[src/rtl/rr_arb_sched.sv]
// Round-robin grant scheduler: rotating-priority arbitration, fixed decision-to-grant
// latency, grant held until owner's done. Optional hold timeout via RR_ARB_SCHED_TIMEOUT_EN.
module rr_arb_sched #(
  parameter int NUM_REQ  = 3,
  parameter int REQ2GNT  = 2,
  parameter int MAX_HOLD = 16
) (
  input  logic                       clk,
  input  logic                       reset,
  input  logic [NUM_REQ-1:0]         req,
  input  logic [NUM_REQ-1:0]         done,
  output logic [NUM_REQ-1:0]         gnt,
  output logic [$clog2(NUM_REQ)-1:0] gnt_id,
  output logic                       busy,
  output logic                       timeout_err
);

  localparam int ID_W  = $clog2(NUM_REQ);
  localparam int LAT_W = $clog2(REQ2GNT + 1);

  if (NUM_REQ < 2 || NUM_REQ > 8 || REQ2GNT < 1 || MAX_HOLD < 2) begin : g_param_check
    $error("rr_arb_sched: parameter out of range");
  end

  typedef enum logic [1:0] {IDLE, WAIT, GRANT} state_t;

  state_t              state_q;
  logic [ID_W-1:0]     ptr_q;
  logic [ID_W-1:0]     gnt_id_q;
  logic [NUM_REQ-1:0]  gnt_q;
  logic                busy_q;
  logic                timeout_q;
  logic [LAT_W-1:0]    lat_q;

  logic [ID_W:0]       cand_sum [NUM_REQ];
  logic [ID_W-1:0]     cand_idx [NUM_REQ];
  logic [NUM_REQ-1:0]  cand_hit;
  logic [NUM_REQ-1:0]  win_oh;
  logic [NUM_REQ-1:0]  owner_oh;
  logic [ID_W-1:0]     win_idx;
  logic                owner_done;
  logic                hold_expired;

  // Candidate gi is the requester at offset gi+1 past the last winner, wrapped modulo NUM_REQ.
  genvar gi;
  for (gi = 0; gi < NUM_REQ; gi++) begin : g_cand
    assign cand_sum[gi] = {1'b0, ptr_q} + (ID_W+1)'(gi + 1);
    assign cand_idx[gi] = (cand_sum[gi] >= (ID_W+1)'(NUM_REQ))
                          ? ID_W'(cand_sum[gi] - (ID_W+1)'(NUM_REQ))
                          : cand_sum[gi][ID_W-1:0];
    assign cand_hit[gi] = req[cand_idx[gi]];
    assign win_oh[gi]   = (win_idx == ID_W'(gi));
    assign owner_oh[gi] = (gnt_id_q == ID_W'(gi));
  end

  // Walk offsets from the far end so the nearest asserted candidate wins.
  always_comb begin
    win_idx = cand_idx[0];
    for (int i = NUM_REQ - 1; i >= 0; i--) begin
      if (cand_hit[i]) begin
        win_idx = cand_idx[i];
      end
    end
  end

  assign owner_done = |(done & owner_oh);

`ifdef RR_ARB_SCHED_TIMEOUT_EN
  localparam int HOLD_W = $clog2(MAX_HOLD + 1);

  logic [HOLD_W-1:0] hold_q;

  // Holds 1 on the first grant cycle and counts grant cycles from there.
  always_ff @(posedge clk) begin
    if (reset) begin
      hold_q <= HOLD_W'(1);
    end else if (state_q == GRANT) begin
      hold_q <= hold_q + HOLD_W'(1);
    end else begin
      hold_q <= HOLD_W'(1);
    end
  end

  assign hold_expired = (state_q == GRANT) && (hold_q == HOLD_W'(MAX_HOLD));
`else
  assign hold_expired = 1'b0;
`endif

  always_ff @(posedge clk) begin
    if (reset) begin
      state_q   <= IDLE;
      ptr_q     <= ID_W'(NUM_REQ - 1);
      gnt_id_q  <= '0;
      gnt_q     <= '0;
      busy_q    <= 1'b0;
      timeout_q <= 1'b0;
      lat_q     <= '0;
    end else begin
      timeout_q <= 1'b0;
      case (state_q)
        IDLE: begin
          if (|req) begin
            gnt_id_q <= win_idx;
            busy_q   <= 1'b1;
            if (REQ2GNT == 1) begin
              state_q <= GRANT;
              gnt_q   <= win_oh;
            end else begin
              state_q <= WAIT;
              lat_q   <= LAT_W'(REQ2GNT - 1);
            end
          end
        end
        WAIT: begin
          // The winner is committed here; req and done are not looked at.
          if (lat_q == LAT_W'(1)) begin
            state_q <= GRANT;
            gnt_q   <= owner_oh;
          end else begin
            lat_q <= lat_q - LAT_W'(1);
          end
        end
        GRANT: begin
          if (owner_done || hold_expired) begin
            state_q   <= IDLE;
            gnt_q     <= '0;
            busy_q    <= 1'b0;
            ptr_q     <= gnt_id_q;
            timeout_q <= !owner_done;
          end
        end
        default: begin
          state_q <= IDLE;
          gnt_q   <= '0;
          busy_q  <= 1'b0;
        end
      endcase
    end
  end

  assign gnt         = gnt_q;
  assign gnt_id      = gnt_id_q;
  assign busy        = busy_q;
  assign timeout_err = timeout_q;

endmodule

[config.mk]
export PLATFORM = sky130hd
export DESIGN_NAME = rr_arb_sched
export DESIGN_NICKNAME = d
export VERILOG_FILES = /design/src/rtl/rr_arb_sched.sv
export SDC_FILE = /design/constraint.sdc
export NUM_CORES = 1
export LEC_CHECK = 0
export BUFFER_PORTS_ARGS = -buffer_cell sky130_fd_sc_hd__buf_2
export CORE_ASPECT_RATIO = 1.4
export CORE_MARGIN = 5
export CORE_UTILIZATION = 25
export CTS_CLUSTER_DIAMETER = 50
export DETAILED_ROUTE_END_ITERATION = 10
export PLACE_DENSITY_LB_ADDON = 0.1
export SLEW_MARGIN = 40
export SYNTH_ARGS = -nofsm -noshare
export SYNTH_HDL_FRONTEND = slang
export SYNTH_SLANG_ARGS = --single-unit
[constraint.sdc]
create_clock -name clk -period 1.8 [get_ports clk]
set_input_delay 0.27 -clock clk [delete_from_list [all_inputs] [get_ports clk]]
set_output_delay 0.27 -clock clk [all_outputs]
set_load 0.05 [all_outputs]
-- Word level (Yosys, flattened, before mapping)
Index checks and enable logic that the tools add are counted.
- memories kept: 0
- register bits after elaboration: 13
- bits in read-only memories: 0
- latch bits: 0
- RAM bits: 0
- $lt $le $gt $ge: 6
- reductions and logical operators: 13
- shift operators: 0
- muxes and demuxes: 24
- add/sub/neg operators: 7
- multipliers: 0
- bitwise logic cells: 5
- eq/ne operators: 9
- divide/modulo/power cells: 0
- operator list (cell ; count):
    $mux 2 ; 10
    $reduce_and 3->1 ; 4
    $ge 3x2->1 const B ; 3
    $lt 2x3->1 const B ; 3
    $pmux 3 s3 ; 1
    $reduce_or 3->1 ; 3
    $ne 2x2->1 const B ; 4
    $add 2x2->3 const B ; 2
    $bmux 1 s2 ; 3
    $eq 2x1->1 const B ; 3
    $mux 3 ; 2
    $pmux 2 s3 ; 1
    $sub 2x2->2 const B ; 3
    $mux 1 ; 5
    $eq 2x2->1 const B ; 2
    $logic_not 2->1 ; 2
    $not 1->1 ; 4
    $pmux 2 s2 ; 1
    $reduce_and 2->1 ; 2
    $add 2x1->3 const B ; 1
    $and 3x3->3 ; 1
    $pmux 1 s3 ; 1
    $reduce_bool 2->1 ; 1
    $sub 2x1->2 const B ; 1
    $logic_not 1->1 ; 1

-- Depth between registers and ports, before layout
- depth in word-level cells: 8
- gate-level depth with buffers: 7
- mapped depth without buffers: 6

-- Worst setup path after synthesis
OpenSTA, ideal clock, no wires.
- kind: reg2reg
- from: register gnt_id_q[0] (netlist: gnt_id[0])
- to: register gnt_q[0] (netlist: gnt[0])
- arrival: 1.774 ns
- path slack: -0.044 ns
- stages on the path, launching flop included: 5
- data required time: 1.729 ns
- period minus slack after synthesis: 1.844 ns
- library setup time: 0.071 ns
- path through: dfxtp_1 mux2i_1 o211a_4 or4b_1 a21oi_1
- word-level cells in the longest chain between the ends: 5
- elaborated cells between the ends (all ways): 9
- classes of those cells: 3 x eq/ne; 2 x mux; 1 x bitwise; 3 x reduce/logical
- RTL lines (what ; RTL line ; text):
    from (decl) ; 29 ; logic [ID_W-1:0] gnt_id_q;
    from (signal assigned) ; 103 ; gnt_id_q <= win_idx;
    $eq 2x1->1 (tied with other cells) ; 53 ; assign owner_oh[gi] = (gnt_id_q == ID_W'(gi));
    $and 3x3->3 ; 66 ; assign owner_done = |(done & owner_oh);
    $reduce_or 3->1 ; 66 ;
    $ne 2x2->1 (no line) ; n/a ;
    $reduce_and 3->1 (no line) ; n/a ;
    to (signal assigned) ; 107 ; gnt_q <= win_oh;
    to (signal assigned) ; 118 ; gnt_q <= owner_oh;
    to (decl) ; 30 ; logic [NUM_REQ-1:0] gnt_q;
Parallel ways exist; a longest one is shown, timed or not. The select of a mux whose other input is x is not followed.
A chain may end at the register's enable or synchronous reset.

-- Worst setup path in the final report
- from: register ptr_q[0]
- to: register gnt_id_q[0] (netlist: gnt_id[0])
- word-level cells in the longest chain between the ends: 8
- elaborated cells between the ends (all ways): 21
- classes of those cells: 6 x add/sub; 3 x order compare; 12 x mux
- RTL lines (what ; RTL line ; text):
    from (decl) ; 28 ; logic [ID_W-1:0] ptr_q;
    from (signal assigned) ; 92 ; ptr_q <= ID_W'(NUM_REQ - 1);
    from (signal assigned) ; 128 ; ptr_q <= gnt_id_q;
    $add 2x2->3 ; 47 ; assign cand_sum[gi] = {1'b0, ptr_q} + (ID_W+1)'(gi + 1);
    $ge 3x2->1 / $sub 2x2->2 (equally long branches) ; 48, 49 ;
    $mux 2 ; 49 ; ? ID_W'(cand_sum[gi] - (ID_W+1)'(NUM_REQ))
    $bmux 1 s2 ; 51 ; assign cand_hit[gi] = req[cand_idx[gi]];
    $mux 1 (implied by the code) ; 51 ;
    $mux 2 (2 in series) ; 60 ; if (cand_hit[i]) begin
    $mux 2 * ; 60 ;
Every way passes the cells marked *; elsewhere a longest branch is shown, timed or not. The select of a mux whose other input is x is not followed.

==> results.txt <==
critical path launch point type - flop
largest net degree at the start of global routing - 14
Synth Cell Area - 742.0 sq um
CTS H-tree lvls - 1
Worst Hold Class - in -> reg
register area share after synthesis - 0.3508
setup bufs post-CTS - 0
placed cell count - 139
antenna violations before repair - 0
syn avg cell area - 8.244 sq um
1st-iter DRT viols - 4
dpl ws - 43.29 ps
chip width - 56.04 um
FP Rows - 23
syn_nets - 102
post-layout min period - 1642 ps
DIE HEIGHT - 74.46 um
Final ANT Viol Nets - 0
CTS root buffer - clkbuf_8
critical path's slowest cell - dfxtp_2
commonest non-fill, non-tap cells in the layout - 14 x buf_2, 11 x a21oi_1, 11 x dfxtp_1
gr usage total - 0.09381
Die Area - 4173 sq um
critical path arrival - 1780 ps
final std cells w/o fill - 143
WL/cell - 12.05 um
ys async rst share - 0
Max Cap Viol - 0
global-route wire length before repair - 3.022 mm
critical path class - reg -> reg
Max Fclk - 0.6091 GHz
Final Util - 0.3250
# fillers - 318
dpl cell area - 852.1 sq um
port bufs - 14
status - complete, no violations
Ports - 15
Vias - 676
Layout area overhead - 24.79%
critical path endpoint category - flop
Initial Util - 0.2604
static leakage - 0.0003788 uW
Pins Over Slew Limit - 0
Ys Warns - 0
buffers plus inverters on the worst setup path - 1
GP Congestion - 0.7336
Final Hold Viols - 0
CP max stage delay - 380 ps
Reg area - 262.8 sq um
area of the multi-input gates - 475.5 sq um
DPL Wire Length - 1.270 mm
Layout Nets - 119
DRT Pass-1 Iters - 4
WP data required - 1940 ps
CTS tree - yes
clk buf depth - 2
CTS sink cnt - 13
Post-synth EDFFs - 0
clock slew at the register clock pins of the worst setup and hold paths - 60 ps
overflow left after global routing - 0
CP top delay family - compound AO/OA/AOI/OAI gates
Setup WS post-layout - 158.2 ps
WL final - 1.723 mm
Yosys reg bits - 13
Least-Margin Pin Slew - 666.7 ps
# diodes - 0
Final setup viols - 0
PwrDens - 850.7 nW/um^2
Worst VDD drop - 0.2636 mV
Residual DRC - 0
CTS Buf Count - 3
Core Box Area - 2849 sq um
clock skew - 2.640 ps
share of cells above drive strength 1 - 0.2170
design area - 925.9 sq um
crit-path cells - inv_1 > ha_2 > nor4bb_1 > a211o_1 > o221ai_1 > a311oi_1
Final Cycle Share - 0.9121
vias in the first global route - 663
CP Max Fanout - 5
Clk Latency, worst-skew pair - 240 ps
slew margin rel. - 0.5521
most common cell after layout, fill and taps aside - buf_2
DR vias/cell - 4.727
ys flop type - dfxtp_1
Yosys cell types - 31
post-synthesis instance total - 90
-- area by class of cell --
cell class,count,share of cell area
sequential,13,0.2838
timing repair buffer,14,0.07568
clock buffer,4,0.04865
inverter,7,0.02838
tap,37,0.05000
multi-input combinational,68,0.5135
-- stage by stage --
stage	hold WS (ps)	power (uW)	setup TNS, ps
after detailed placement	463.4	538.4	0
after global routing	390.1	848.7	-6.552
after global placement	456.1	536.6	0
after CTS	369.2	800.8	0
after floorplan	376.4	484.3	0
final	374.2	787.6	0
-- cell families after synthesis --
kind of cell	after synthesis	share of synthesized area
AO/OA/AOI/OAI	30	0.2698
AND/OR/NAND/NOR	29	0.2074
flip-flops	13	0.3508
buffers and inverters	9	0.04554
multiplexers	4	0.05397
adder cells (fa/ha/maj)	4	0.06746
other	1	0.005054
-- metal layers --
metal | vias to the layer above | track usage | routed length, um | share of wire
li1 | 357 | - | - | -
met1 | 305 | 0.1070 | 734 | 0.43
met2 | 12 | 0.1612 | 889 | 0.52
met3 | 2 | 0.01042 | 66 | 0.038
met4 | 0 | 0.07124 | 33 | 0.019
met5 | - | 0 | 0 | 0
-- Yosys cell counts (2+ instances only) --
master	count	area, sq um
dfxtp_1	13	260.3
a21oi_1	11	55.05
nor2_1	9	33.78
inv_1	7	26.28
nand2_1	6	22.52
o21ai_0	6	30.03
ha_1	4	50.05
mux2i_1	4	40.04
nor3_1	3	15.01
a21o_1	2	15.01
clkbuf_1	2	7.510
nand3b_1	2	15.01
nor2b_1	2	12.51
or4b_1	2	20.02
-- power breakdown --
part / internal (uW) / leakage (uW) / switching (uW)
Sequential: 312 / 0.000108 / 25.2
Combinational: 70.0 / 0.000248 / 124
Clock: 156 / 0.0000228 / 99.9
-- worst register-to-register path, stage by stage (launching register included) --
cell and delay (ps):
dfxtp_2 380, inv_1 130, ha_2 240, nor4bb_1 270, a211o_1 140, o221ai_1 110, a311oi_1 280
-- flip-flops by register name (all words and copies together), names as in the netlist --
signal,flops
state_q,2
lat_q,2
timeout_err,1
busy,1
gnt_id,2
gnt,3
ptr_q,2
-- repair_timing --
action                                  CTS  global route
hold buffers                              0             0
gates resized for setup                   0             6
endpoints found under the hold margin     0             0
endpoints found under the setup margin    0             2
-- worst paths after layout --
path	from	endpoint	slack (ps)	cells after the start
hold / removal	reset	state_q[1]	370	2
setup reg to reg	ptr_q[0]	gnt_id[0]	160	6
setup / recovery	ptr_q[0]	gnt_id[0]	160	6
hold reg to reg	busy	busy	470	2
Note: power is estimated with default switching activity, not from simulation.
